[config.mk]
export PLATFORM = sky130hd
export DESIGN_NAME = lsu_mem_stage
export DESIGN_NICKNAME = d
export VERILOG_FILES = /design/src/rtl/lsu_mem_stage.sv
export SDC_FILE = /design/constraint.sdc
export NUM_CORES = 1
export LEC_CHECK = 0
export CAP_MARGIN = 25
export CORE_MARGIN = 3
export CORE_UTILIZATION = 45
export DETAILED_ROUTE_END_ITERATION = 12
export GPL_TIMING_DRIVEN = 0
export PLACE_DENSITY = 0.82
export SLEW_MARGIN = 20
export SYNTH_ARGS = -nofsm -noshare
export SYNTH_HDL_FRONTEND = slang
export SYNTH_SLANG_ARGS = --single-unit
[constraint.sdc]
create_clock -name i_clk -period 2.4 [get_ports i_clk]
set_input_delay 0.48 -clock i_clk [delete_from_list [all_inputs] [get_ports i_clk]]
set_output_delay 0.48 -clock i_clk [all_outputs]
set_load 0.02 [all_outputs]
[src/rtl/lsu_mem_stage.sv]
// lsu_mem_stage: M-stage load/store unit with an IDLE/WAIT/DONE handshake to a single-ack memory
//   pipeline side: i_req_vld/i_is_load/i_is_store/i_funct3/i_addr/i_st_data in; o_stall/o_ld_data/o_misalign/o_fault out
//   memory side:   o_mem_req/o_mem_we/o_mem_addr/o_mem_wdata/o_mem_bmask out; i_mem_ack/i_mem_rdata in
module lsu_mem_stage #(
  parameter int MAX_WAIT = 15
) (
  input  logic        i_clk,
  input  logic        i_rst,
  input  logic        i_req_vld,
  input  logic        i_is_load,
  input  logic        i_is_store,
  input  logic [2:0]  i_funct3,
  input  logic [31:0] i_addr,
  input  logic [31:0] i_st_data,
  output logic        o_stall,
  output logic [31:0] o_ld_data,
  output logic        o_misalign,
  output logic        o_fault,
  output logic        o_mem_req,
  output logic        o_mem_we,
  output logic [31:0] o_mem_addr,
  output logic [31:0] o_mem_wdata,
  output logic [3:0]  o_mem_bmask,
  input  logic        i_mem_ack,
  input  logic [31:0] i_mem_rdata
);
  localparam int CW = $clog2(MAX_WAIT + 1);
  typedef enum logic [1:0] {IDLE, WAIT, DONE} state_t;
  state_t        state_q;
  logic [CW-1:0] cnt_q;
  logic [31:0]   addr_q, wdata_q, ld_data_q, ld_data_d, wdata_d;
  logic [2:0]    f3_q;
  logic          st_q, op, legal, misal, accept, timeout, idle, in_wait;
  logic [3:0]    bmask_q, bmask_d;
  logic [7:0]    lane_b;
  logic [15:0]   lane_h;
  assign idle    = state_q == IDLE;
  assign in_wait = state_q == WAIT;
  assign op      = i_req_vld & (i_is_load | i_is_store);
  // stores allow 000..010; loads additionally allow 100/101
  assign legal   = i_is_store ? (~i_funct3[2] & ~&i_funct3[1:0])
                              : (~&i_funct3[1:0] & ~(i_funct3[2] & i_funct3[1]));
  assign misal   = (i_funct3[0] & i_addr[0]) | (i_funct3[1] & |i_addr[1:0]);
  assign accept  = idle & op & legal & ~misal;
  assign timeout = in_wait & ~i_mem_ack & (cnt_q == CW'(MAX_WAIT));
  assign o_fault    = (idle & op & ~legal) | timeout;
  assign o_misalign = idle & op & legal & misal;
  assign o_stall    = accept | in_wait;
  assign o_mem_req  = in_wait;
  assign o_mem_we    = st_q;
  assign o_mem_addr  = {addr_q[31:2], 2'b00};
  assign o_mem_wdata = wdata_q;
  assign o_mem_bmask = bmask_q;
  assign o_ld_data   = ld_data_q;
  assign bmask_d = (i_funct3[1] ? 4'b1111 : i_funct3[0] ? 4'b0011 : 4'b0001) << i_addr[1:0];
  assign wdata_d = i_funct3[1] ? i_st_data : i_funct3[0] ? {2{i_st_data[15:0]}} : {4{i_st_data[7:0]}};
  assign lane_b  = i_mem_rdata[{addr_q[1:0], 3'b000} +: 8];
  assign lane_h  = i_mem_rdata[{addr_q[1], 4'b0000} +: 16];
  // funct3[2] marks the unsigned variants
  assign ld_data_d = f3_q[1] ? i_mem_rdata
                   : f3_q[0] ? {{16{~f3_q[2] & lane_h[15]}}, lane_h}
                   : {{24{~f3_q[2] & lane_b[7]}}, lane_b};
  always_ff @(posedge i_clk) begin
    if (i_rst) begin
      state_q   <= IDLE;
      cnt_q     <= '0;
      addr_q    <= '0;
      wdata_q   <= '0;
      ld_data_q <= '0;
      f3_q      <= '0;
      st_q      <= 1'b0;
      bmask_q   <= '0;
    end else begin
      case (state_q)
        IDLE: if (accept) begin
          addr_q  <= i_addr;
          f3_q    <= i_funct3;
          st_q    <= i_is_store;
          bmask_q <= bmask_d;
          wdata_q <= wdata_d;
          cnt_q   <= '0;
          state_q <= WAIT;
        end
        WAIT: begin
          cnt_q <= cnt_q + 1'b1;
          if (i_mem_ack) begin
            if (!st_q) ld_data_q <= ld_data_d;
            state_q <= DONE;
          end else if (timeout) begin
            if (!st_q) ld_data_q <= '0;
            state_q <= DONE;
          end
        end
        default: state_q <= IDLE;
      endcase
    end
  end
endmodule

; Word level (Yosys, flattened, before mapping)
; Index checks and enable logic that the tools add are counted.
[word_totals]
register_bits = 110
out_inout_bits = 105
wordCells = 69
[op_classes]
add_sub_neg = 1
n_eq_ne = 4
shifts = 3
n_mux = 17
n_bitwise = 26
reduce_logical = 10
[op_table]
columns = operator, count
row1 = two-way mux 32 bit, 8
row2 = indexed part select 32 x 6 -> 16 bit, 1
row3 = indexed part select 32 x 6 -> 8 bit, 1
row4 = AND 1 bit, 15
row5 = two-way mux 2 bit, 4
row6 = two-way mux 4 bit, 2
row7 = one-hot mux 4 bit (2 select lines), 1
row8 = AND reduction 2 bit, 4
row9 = inverter 1 bit, 7
row10 = adder 4 x 1 -> 4 bit (second input constant), 1
row11 = equality test 4 bit (second input constant), 1
row12 = bitwise OR 1 bit, 4
row13 = one-hot mux 2 bit (2 select lines), 1
row14 = nonzero test 2 bit, 2
row15 = left shift 4 x 2 -> 4 bit, 1
row16 = inequality test 3 bit (second input constant), 1
row17 = AND reduction 3 bit, 1
row18 = equality test 2 x 1 -> 1 bit (second input constant), 1
row19 = zero test 2 bit, 1
row20 = inequality test 2 bit (second input constant), 1
row21 = OR reduction 2 bit, 1
row22 = zero test 1 bit, 1
row23 = two-way mux 1 bit, 1

; Logic depth before layout (Yosys ltp)
[logic_depth]
word_depth = 8
ltp_mapped = 7
mapped_depth_nobuf = 5

; Worst setup path after synthesis
; No wires, ideal clock.
[synth_path]
path_type = in2out
from = input port i_funct3[1]
to = output port o_misalign
t_arrival_ns = 1.787
setup_slack_ns = 0.133
path_stages = 6
cell_sequence = buf_4 a21o_1 o21a_1 buf_2 buf_2 nor3_1
[synth_between]
elab_chain_len = 6
[synth_lines]
columns = item, line
row1 = start: declaration, 12  ; input logic [2:0] i_funct3,
row2 = AND reduction 2 bit / AND 1 bit (equally long branches), "41, 42"
row3 = zero test 1 bit / inverter 1 bit (equally long branches), "41, 42"
row4 = "AND 1 bit, on equally long branches", "42, 41"
row5 = two-way mux 1 bit, 41  ; assign legal = i_is_store ? (~i_funct3[2] & ~&i_funct3[1:0])
row6 = AND 1 bit, 47  ; assign o_misalign = idle & op & legal & misal;
row7 = AND 1 bit (*), 47
row8 = end: declaration, 17  ; output logic o_misalign,
; Every way passes the cells marked *; elsewhere a longest branch is shown, timed or not.

; Worst setup path in the final report
[layout_path]
from = input port i_funct3[0]
to = output port o_fault
[layout_between]
elab_chain_len = 7
[layout_lines]
columns = item, line
row1 = AND reduction 2 bit (*), "41, 42"
row2 = zero test 1 bit (*), "41, 42"
row3 = "AND 1 bit, on equally long branches", "42, 41"
row4 = two-way mux 1 bit (*), 41
row5 = inverter 1 bit (*), 46  ; assign o_fault = (idle & op & ~legal) | timeout;
row6 = AND 1 bit (*), 46
row7 = bitwise OR 1 bit (*), 46
row8 = end: declaration, 18  ; output logic o_fault,
; Marked as above.

==> results_dict.tcl <==
set metrics [dict create \
    outcome "completed" \
    antenna_found_initial 1 \
    endpoint_kind "output pin" \
    ctsRootBufferMaster "clkbuf_16" \
    gr-total-overflow 0 \
    critPathMaxFanout 10 \
    power_density_nw_per_um2 526 \
    rsz0062_at_grt "yes" \
    portBuffers 205 \
    fillers 909 \
    grt_pass1_vias 5774 \
    wl_mm 19.5 \
    vias_per_cell 6.12 \
    grtUsageTotal_pct 28.3 \
    hold_class "reg2reg" \
    fmax_ghz 0.417 \
    fp.dieArea_um2 13600 \
    final_core_util_pct 68.9 \
    ctsHoldBuffers 0 \
    layout_worst_path_cycle_share_pct 99.8 \
    syn_inst 599 \
    arrival_ps 1920 \
    antenna_left 0 \
    dieHeight_um 117 \
    grt_start_max_net_pins 20 \
    dr.pass1.iters 5 \
    area_growth_pct 46.3 \
    rows 39 \
    finalCriticalPeriod_ps 2400 \
    maxCapViolations 0 \
    cts_tree "done" \
    grt_first_pass_wirelength_mm 30.2 \
    hpwl_mm 14.6 \
    core_region_area_um2 11700 \
    netlist_area_um2 5520 \
    layout_common_cells "clkdlybuf4s50_1 (200), dfxtp_1 (110), a21oi_1 (66)" \
    finClkSkew_ps 8.98 \
    route.vias.total 5891 \
    fin_nets 921 \
    drive_gt1_share_pct 11.4 \
    clk_latency_ps 350 \
    yosys.cell_types.count 49 \
    finalSetupViolCount 0 \
    synth-seq-cells 110 \
    cp.required_ps 1920 \
    yosysSeqAreaShare_pct 39.9 \
    post_synth.cell_area_avg_um2 9.21 \
    h-tree-depth 3 \
    p_leak_uw 0.00295 \
    max-slew-margin-rel_pct 45.9 \
    fin_setup_tns_ps 0 \
    ios 210 \
    worstMarginPinSlew_ps 811 \
    vdd_drop_max_v 0.000325 \
    drt_iter0_drc 757 \
    report.final.slew_viol_count 0 \
    start_kind "primary input" \
    cts_max_path_buffers 2 \
    whs_ps 470 \
    clk_pin_slew_ps 70 \
    remaining_drc_errors 0 \
    hold_viol_final 0 \
    die_width_um 117 \
    yosys_warnings 0 \
    criticalPathCategory "in2out" \
    cts_inserted_buffers 9 \
    cts.sinks 110 \
    wl_per_cell_um 20.2 \
    start_util_pct 47.1 \
    place.gp.congestion 0.923 \
    place_inst 948 \
    stdcell_count 963 \
    final_common_cell "clkdlybuf4s50_1" \
]
-- flip-flops by register name, summed over array words and instances, names as in the netlist --
signal	count
state_q	2
o_mem_bmask	4
cnt_q	4
addr_q	32
o_mem_we	1
f3_q	3
o_ld_data	32
o_mem_wdata	32
-- layer usage --
layer | wire length [um] | global-route usage (%) | vias to the layer above
li1 | - | - | 2693
met1 | 7850 | 36.7 | 2752
met2 | 8940 | 45.4 | 394
met3 | 2160 | 7.88 | 52
met4 | 526 | 9.40 | 0
met5 | 0 | 0 | -
-- stage by stage --
step	setup slack [ps]	cell area (um2)	power, uW
after floorplan	133	5520	2400
after global placement	-725	7750	2810
after detailed placement	-758	7750	2830
after CTS	1.90	8060	4230
after global routing	-9.94	8070	4390
final	4.39	8070	4250
-- what timing repair did --
action / in CTS / in global routing
gates cloned: 0 / 0
resized for setup: 24 / 6
pin swaps: 2 / 0
setup buffers: 2 / 0
setup endpoints to repair: 3 / 4
-- worst max-delay path: stages --
cell             delay (ps)
clkdlybuf4s50_1         530
a21o_1                  200
o21ai_4                 140
clkbuf_4                220
o32ai_2                 140
buf_4                   200
-- cell usage after synthesis (all sizes together) --
| library cell | number | area (um2) |
|---|---|---|
| a31oi | 10 | 62.6 |
| nor2 | 6 | 22.5 |
| o2bb2ai | 1 | 8.76 |
| conb | 1 | 3.75 |
| mux2i | 48 | 480 |
| o31ai | 45 | 338 |
| buf | 62 | 407 |
| o211ai | 1 | 7.51 |
| o32ai | 1 | 8.76 |
| or3 | 2 | 12.5 |
| a22o | 7 | 61.3 |
| ha | 1 | 12.5 |
| o311ai | 3 | 26.3 |
| or2 | 1 | 6.26 |
| or4 | 1 | 7.51 |
| a22oi | 1 | 7.51 |
| a21oi | 67 | 339 |
| xnor2 | 1 | 8.76 |
| mux2 | 4 | 45.0 |
| o21a | 2 | 15.0 |
| dfxtp | 110 | 2200 |
| o211a | 1 | 10.0 |
| nand2 | 3 | 11.3 |
| nand3 | 4 | 20.0 |
| nand4 | 44 | 275 |
| a211oi | 8 | 60.1 |
| and3 | 7 | 43.8 |
| a221o | 23 | 230 |
| a32o | 1 | 10.0 |
| a21o | 2 | 15.0 |
| nor3 | 7 | 35.0 |
| nor4b | 3 | 62.6 |
| and2 | 1 | 6.26 |
| nand3b | 2 | 15.0 |
| a222oi | 7 | 70.1 |
| nor2b | 20 | 125 |
| nand2b | 21 | 139 |
| o21ai | 29 | 145 |
| inv | 3 | 11.3 |
| a221oi | 1 | 8.76 |
| clkbuf | 37 | 140 |
-- cells by family after synthesis --
logic type	Yosys count	share of synthesized area, %
adders and majority gates	1	0.227
muxes	52	9.53
buffers and inverters	102	10.1
DFF	110	39.9
other	1	0.0680
and+or+nand+nor	122	14.2
AOI/OAI and AO/OA	210	25.8
xor gates and xnor gates	1	0.159
-- area by class of cell --
class,count,area (um2),area share (%)
multi-input cells,388,2790,34.6
flip-flops and latches,110,2200,27.3
repair buffers,207,2060,25.5
plain buffers,96,547,6.77
clock buffers,12,256,3.18
well taps,143,179,2.22
clock inverters,3,20.0,0.248
inverters,3,11.3,0.139
diodes,1,2.50,0.0310
-- final timing paths --
| check | from | endpoint | slack (ps) | cells after the start |
|---|---|---|---|---|
| max | i_funct3[0] | o_fault | 4 | 6 |
| min | o_ld_data[7] | o_ld_data[7] | 470 | 1 |
| max reg2reg | cnt_q[0] | o_ld_data[9] | 380 | 6 |
| min reg2reg | o_ld_data[7] | o_ld_data[7] | 470 | 1 |
-- power by group --
| group | leakage [uW] | internal, uW | switching [uW] | total (uW) |
|---|---|---|---|---|
| registers | 0.000891 | 1880 | 38.1 | 1920 |
| logic | 0.00192 | 417 | 486 | 903 |
| clock network | 0.000131 | 755 | 672 | 1430 |
| total | 0.00295 | 3050 | 1200 | 4250 |
Note: power is estimated with default switching activity, not from simulation.
